[config.mk]
export PLATFORM = sky130hd
export DESIGN_NAME = apb_regfile_slave
export DESIGN_NICKNAME = d
export VERILOG_FILES = /design/src/rtl/apb_pkg.sv /design/src/rtl/apb_byte_reg.sv /design/src/rtl/apb_regfile_slave.sv
export SDC_FILE = /design/constraint.sdc
export NUM_CORES = 1
export LEC_CHECK = 0
export ABC_AREA = 1
export BUFFER_PORTS_ARGS = -buffer_cell sky130_fd_sc_hd__buf_2
export CAP_MARGIN = 20
export CORE_AREA = 2 2 238 240
export DETAILED_ROUTE_END_ITERATION = 12
export DIE_AREA = 0 0 240 242
export MAX_ROUTING_LAYER = met4
export SYNTH_ARGS = -nofsm -noshare
export SYNTH_HDL_FRONTEND = slang
export SYNTH_SLANG_ARGS = --single-unit
[constraint.sdc]
create_clock -name PCLK -period 11.6 [get_ports PCLK]
set_input_delay 0.58 -clock PCLK [delete_from_list [all_inputs] [get_ports PCLK]]
set_output_delay 0.58 -clock PCLK [all_outputs]
set_load 0.03 [all_outputs]
[src/rtl/apb_pkg.sv]
// Shared types and width helpers for the parametrised APB register-file slave.
package apb_pkg;

  typedef enum logic [1:0] {
    IDLE,
    WAIT,
    DONE
  } apb_state_e;

  localparam int unsigned BYTE_W = 8;

  typedef logic [BYTE_W-1:0] byte_t;

  function automatic int unsigned idx_w(input int unsigned addr_w);
    return addr_w - 2;
  endfunction

  // The counter is loaded with WAIT_STATES-1, so it never needs to hold WAIT_STATES itself.
  function automatic int unsigned cnt_w(input int unsigned wait_states);
    return (wait_states <= 2) ? 1 : $clog2(wait_states);
  endfunction

  function automatic int unsigned strb_w(input int unsigned data_w);
    return data_w / BYTE_W;
  endfunction

endpackage

[src/rtl/apb_byte_reg.sv]
// One DATA_W-wide register with independent per-byte write enables; clears on reset.
module apb_byte_reg
  import apb_pkg::*;
#(
  parameter int DATA_W = 32
) (
  input  logic                     clk_i,
  input  logic                     rst_i,
  input  logic [DATA_W/BYTE_W-1:0] be_i,
  input  logic [DATA_W-1:0]        d_i,
  output logic [DATA_W-1:0]        q_o
);

  logic [DATA_W-1:0] data_q;

  always_ff @(posedge clk_i or posedge rst_i) begin
    if (rst_i) begin
      data_q <= '0;
    end else begin
      for (int b = 0; b < DATA_W / BYTE_W; b++) begin
        if (be_i[b]) data_q[b*BYTE_W +: BYTE_W] <= d_i[b*BYTE_W +: BYTE_W];
      end
    end
  end

  assign q_o = data_q;

endmodule

[src/rtl/apb_regfile_slave.sv]
// APB slave register file: RW byte-strobed registers, RO status slots, wait states and PSLVERR.
module apb_regfile_slave
  import apb_pkg::*;
#(
  parameter int                     ADDR_W      = 8,
  parameter int                     DATA_W      = 32,
  parameter int                     NUM_REGS    = 8,
  parameter int                     WAIT_STATES = 0,
  parameter logic [NUM_REGS-1:0]    RO_MASK     = '0
) (
  input  logic                         PCLK,
  input  logic                         PRESET,
  input  logic [ADDR_W-1:0]            PADDR,
  input  logic [DATA_W-1:0]            PWDATA,
  input  logic [DATA_W/BYTE_W-1:0]     PSTRB,
  input  logic                         PWRITE,
  input  logic                         PSEL,
  input  logic                         PENABLE,
  output logic [DATA_W-1:0]            PRDATA,
  output logic                         PREADY,
  output logic                         PSLVERR,
  input  logic [NUM_REGS*DATA_W-1:0]   hw_status_i,
  output logic [NUM_REGS*DATA_W-1:0]   reg_o,
  output logic [NUM_REGS-1:0]          wr_pulse_o
);

  localparam int unsigned IDX_W    = idx_w(ADDR_W);
  localparam int unsigned CNT_W    = cnt_w(WAIT_STATES);
  localparam int unsigned STRB_W   = strb_w(DATA_W);
  localparam logic [CNT_W-1:0] CNT_LOAD = CNT_W'((WAIT_STATES > 0) ? WAIT_STATES - 1 : 0);

  apb_state_e                        state_q;
  logic [CNT_W-1:0]                  cnt_q;
  logic [DATA_W-1:0]                 prdata_q;
  logic                              pready_q;
  logic                              pslverr_q;
  logic [NUM_REGS-1:0]               wr_pulse_q;

  logic [IDX_W-1:0]                  idx;
  logic [NUM_REGS-1:0]               sel;
  logic                              in_range;
  logic                              is_ro;
  logic                              access;
  logic                              acc_err;
  logic                              do_write;
  logic [NUM_REGS-1:0]               wr_pulse_d;
  logic [DATA_W-1:0]                 rd_data;
  logic [NUM_REGS-1:0][DATA_W-1:0]   rw_q;
  logic                              unused_addr_lsbs;

  assign idx              = PADDR[ADDR_W-1:2];
  assign unused_addr_lsbs = ^PADDR[1:0];

  // One-hot decode; an all-zero result means the index is past the last register.
  always_comb begin
    sel = '0;
    for (int i = 0; i < NUM_REGS; i++) begin
      sel[i] = (idx == IDX_W'(i));
    end
  end

  assign in_range = |sel;
  assign is_ro    = |(sel & RO_MASK);

  assign access = ((state_q == IDLE) && PSEL && PENABLE && (WAIT_STATES == 0)) ||
                  ((state_q == WAIT) && PSEL && (cnt_q == '0));

  assign acc_err    = !in_range || (PWRITE && is_ro);
  assign do_write   = access && PWRITE && in_range && !is_ro;
  assign wr_pulse_d = (PWRITE && in_range && !is_ro && (|PSTRB)) ? sel : '0;

  always_comb begin
    rd_data = '0;
    for (int i = 0; i < NUM_REGS; i++) begin
      if (sel[i]) rd_data = RO_MASK[i] ? hw_status_i[i*DATA_W +: DATA_W] : rw_q[i];
    end
  end

  for (genvar g = 0; g < NUM_REGS; g++) begin : g_reg
    if (RO_MASK[g]) begin : g_ro
      assign rw_q[g] = '0;
    end else begin : g_rw
      logic [STRB_W-1:0] be;
      assign be = (do_write && sel[g]) ? PSTRB : '0;
      apb_byte_reg #(.DATA_W(DATA_W)) u_reg (
        .clk_i (PCLK),
        .rst_i (PRESET),
        .be_i  (be),
        .d_i   (PWDATA),
        .q_o   (rw_q[g])
      );
    end
  end

  always_ff @(posedge PCLK or posedge PRESET) begin
    if (PRESET) begin
      state_q    <= IDLE;
      cnt_q      <= '0;
      prdata_q   <= '0;
      pready_q   <= 1'b0;
      pslverr_q  <= 1'b0;
      wr_pulse_q <= '0;
    end else begin
      wr_pulse_q <= '0;
      if (access) begin
        pready_q   <= 1'b1;
        pslverr_q  <= acc_err;
        prdata_q   <= PWRITE ? '0 : rd_data;
        wr_pulse_q <= wr_pulse_d;
        state_q    <= DONE;
      end else begin
        case (state_q)
          IDLE: begin
            if (PSEL && PENABLE) begin
              cnt_q   <= CNT_LOAD;
              state_q <= WAIT;
            end
          end
          WAIT: begin
            // Master dropped PSEL mid-transfer: abandon it without touching any state.
            if (!PSEL) state_q <= IDLE;
            else       cnt_q   <= cnt_q - 1'b1;
          end
          DONE: begin
            pready_q  <= 1'b0;
            pslverr_q <= 1'b0;
            state_q   <= IDLE;
          end
          default: state_q <= IDLE;
        endcase
      end
    end
  end

  assign PRDATA     = prdata_q;
  assign PREADY     = pready_q;
  assign PSLVERR    = pslverr_q;
  assign wr_pulse_o = wr_pulse_q;
  assign reg_o      = rw_q;

endmodule

==> flow_summary_export.csv <==
group,metric,value,unit
global_routing,grt_pass1_vias,11800,
worst_setup_path,cp_common_cell,"nand3_1",
logic_synthesis,synthesis.nets,1866,
power_and_ir_drop,power_density,136,nW/um2
clocking,ctsResizeCount,0,
clocking,cts_tree,"yes",
clocking,cts-buffers-inserted,36,
finish,final_net_count,2189,
worst_setup_path,crit_cells,6,
logic_synthesis,netlist_area,12900,um2
worst_setup_path,crit_buf_inv,2,
global_routing,grt_pass1_wl,76000,um
worst_setup_path,cp_max_fo,31,
floorplanning,io_pins,603,
timing,setup_viol,0,
status,status,"completed",
floorplanning,rows,87,
logic_synthesis,yosysSeqAreaShare,0.584,
worst_setup_path,critPathArrivalTime,4.34,ns
logic_synthesis,avgSynthCellArea,8.27,um2
finish,final_cell_mix,"nand2_1 (535), buf_2 (345), dfrtp_1 (301)",
clocking,cts_setup_buffers,0,
logic_synthesis,synth_cell_types,22,
detailed_routing,vias,12200,
clocking,worstSkewPairLatency,0.53,ns
clocking,clock_path_buffers,3,
detailed_routing,drtAntennaViolNets,0,
timing,fmax,255,MHz
global_routing,antenna_found_initial,2,
finish,final_core_util,0.299,
power_and_ir_drop,seq_power_share,0.469,
worst_setup_path,start_kind,"input pin",
logic_synthesis,yosysWarnings,0,
floorplanning,fp.dieW,240,um
floorplanning,start_util,0.232,
worst_setup_path,crit_chain,"buf_2 -> nor2_4 -> nand3_1 -> inv_2 -> nand3_1 -> o21ai_0",
flow_run,cap_violations,0,
finish,drive_above_1_share,0.228,
finish,n_fill_cell,5964,
worst_setup_path,worstSetupPathType,"in -> reg",
timing,rsz0062_at_grt,"no",
power_and_ir_drop,swShare,0.233,
worst_setup_path,cp.required,12.02,ns
place,hpwl,35300,um
detailed_routing,dr.first_iter.drc_count,1120,
power_and_ir_drop,p_int,1.73,mW
timing,final-hold-violation-count,0,
clocking,cts.sinks,301,
detailed_routing,wire_per_inst,19.2,um
worst_setup_path,end_kind,"flip-flop",
timing,tns,0,ns
worst_setup_path,rr_worst_depth,7,
power_and_ir_drop,vdd_ir_drop_max,0.000111,V
timing,finClkSkew,0.0126,ns
clocking,htreeDepth,2,
detailed_routing,wirelength,51200,um
power_and_ir_drop,clockPowerShare,0.487,
detailed_routing,drc,0,
floorplanning,die_y,242,um
global_routing,grt_max_degree,108,
place,io_buffers,344,
timing,drv_slew,0,
floorplanning,dieArea,58100,um2
timing,fin_crit_sh,0.338,
power_and_ir_drop,combPwrFrac,0.044,
timing,fin_crit,3.92,ns
global_routing,grt_overflow_total,0,
clocking,clk_pin_slew,0.06,ns
worst_setup_path,slowest_delay,1.09,ns
floorplanning,core,55700,um2
clocking,root_buffer,"clkbuf_16",
clocking,hold_buffers,0,
detailed_routing,via_per_inst,4.59,
power_and_ir_drop,leakage,8.68,nW
finish,areaGrowthSynthToFinish,28.9,%
worst_setup_path,critPathSlowestCell,"inv_2",
logic_synthesis,synth_cells,1561,
finish,layout_commonest_cell,"nand2_1",
place,routabilityCongestion,0.857,
detailed_routing,firstDrtPassIters,5,
hold_path,hold_path.class,"in -> async",
global_routing,grt_use_total,0.179,
timing,tightest_slew,1.09,ns
timing,slew_headroom,0.270,
worst_setup_path,cpLargestDelayFamily,"simple AND/OR/NAND/NOR gates",
power_and_ir_drop,p_sw,0.528,mW
logic_synthesis,ys_ff_latch,301,
[layout make-up]
cell class,count,area [um2],area share
Antenna cell,1,2.50,0.000150
Multi-Input combinational cell,1092,4780,0.287
Clock inverter,8,80.1,0.00481
Clock buffer,53,1070,0.0641
Sequential cell,301,7530,0.453
Timing Repair Buffer,362,1890,0.113
Tap cell,756,946,0.0569
Inverter,91,349,0.0210
[registers in the layout (all words and copies together) (netlist names)]
signal / cells
g.g_rw.u_reg.q_o: 256
PRDATA: 32
wr_pulse_o: 8
state_q: 2
PREADY: 1
PSLVERR: 1
cnt_q: 1
[cells by family after synthesis]
logic type / synth area share
flip-flops: 0.584
AND/OR/NAND/NOR: 0.253
AO/OA/AOI/OAI: 0.113
buffers and inverters: 0.0505
[cell usage after synthesis]
library cell	number	area, um2
nand2_1	536	2010
dfrtp_1	301	7530
o21ai_0	244	1220
nor2_1	154	578
inv_1	88	330
nand3_1	59	295
clkbuf_1	53	199
nand4_1	42	263
a21oi_1	26	130
buf_2	17	85.1
o21ai_1	16	80.1
buf_1	7	26.3
inv_2	3	11.3
nand3_2	3	30.0
nor2_2	2	12.5
nor2_4	2	22.5
nor3_2	2	20.0
o21bai_1	2	15.0
nor3_1	1	5.00
nor4_1	1	6.26
nor4_4	1	21.3
o211ai_2	1	12.5
[through the flow]
stage | instances | cell area, um2 | hold slack (ns) | power (mW) | setup slack (ns)
floorplan | 1561 | 12900 | 0.445 | 1.13 | 2.70
global placement | 2599 | 15400 | 0.463 | 1.18 | 7.30
detailed placement | 2601 | 15500 | 0.465 | 1.18 | 7.13
CTS | 2662 | 16600 | 0.177 | 2.29 | 7.68
global route | 2664 | 16600 | 0.222 | 2.34 | 7.56
finish | 2664 | 16600 | 0.157 | 2.26 | 7.68
[final timing paths]
kind / slack, ns / start / end
worst min-delay path: 0.16 / PRESET / PRDATA[29]$_DFFE_PP0P_
worst max register to register: 8.38 / state_q[1]$_DFFE_PP0P_ / g_reg[2].g_rw.u_reg.q_o[9]$_DFFE_PP0P_
worst min register to register: 0.47 / PRDATA[22]$_DFFE_PP0P_ / PRDATA[22]$_DFFE_PP0P_
min in group PCLK: 0.32 / PSEL / state_q[0]$_DFFE_PP0P_
max in group asynchronous: 9.58 / PRESET / g_reg[0].g_rw.u_reg.q_o[2]$_DFFE_PP0P_
worst max-delay path: 7.68 / PADDR[7] / g_reg[5].g_rw.u_reg.q_o[13]$_DFFE_PP0P_
[power by group through the flow]
stage               clock network, mW  registers, mW  logic, mW
finish                           1.10           1.06      0.100
CTS                              1.13           1.06      0.102
floorplan                           0           1.09     0.0439
global route                     1.17           1.06      0.112
detailed placement                  0           1.08      0.102
global placement                    0           1.08     0.0999
[per-layer routing]
| layer | routed length [um] | part of all wire | track usage | vias up |
|---|---|---|---|---|
| li1 | - | - | - | 5686 |
| met1 | 22200 | 0.43 | 0.235 | 5903 |
| met3 | 4990 | 0.098 | 0.0481 | 84 |
| met2 | 22600 | 0.44 | 0.269 | 561 |
| met5 | 0 | 0 | - | - |
| met4 | 1350 | 0.026 | 0.0543 | 0 |
(Power assumes the default switching activity.)
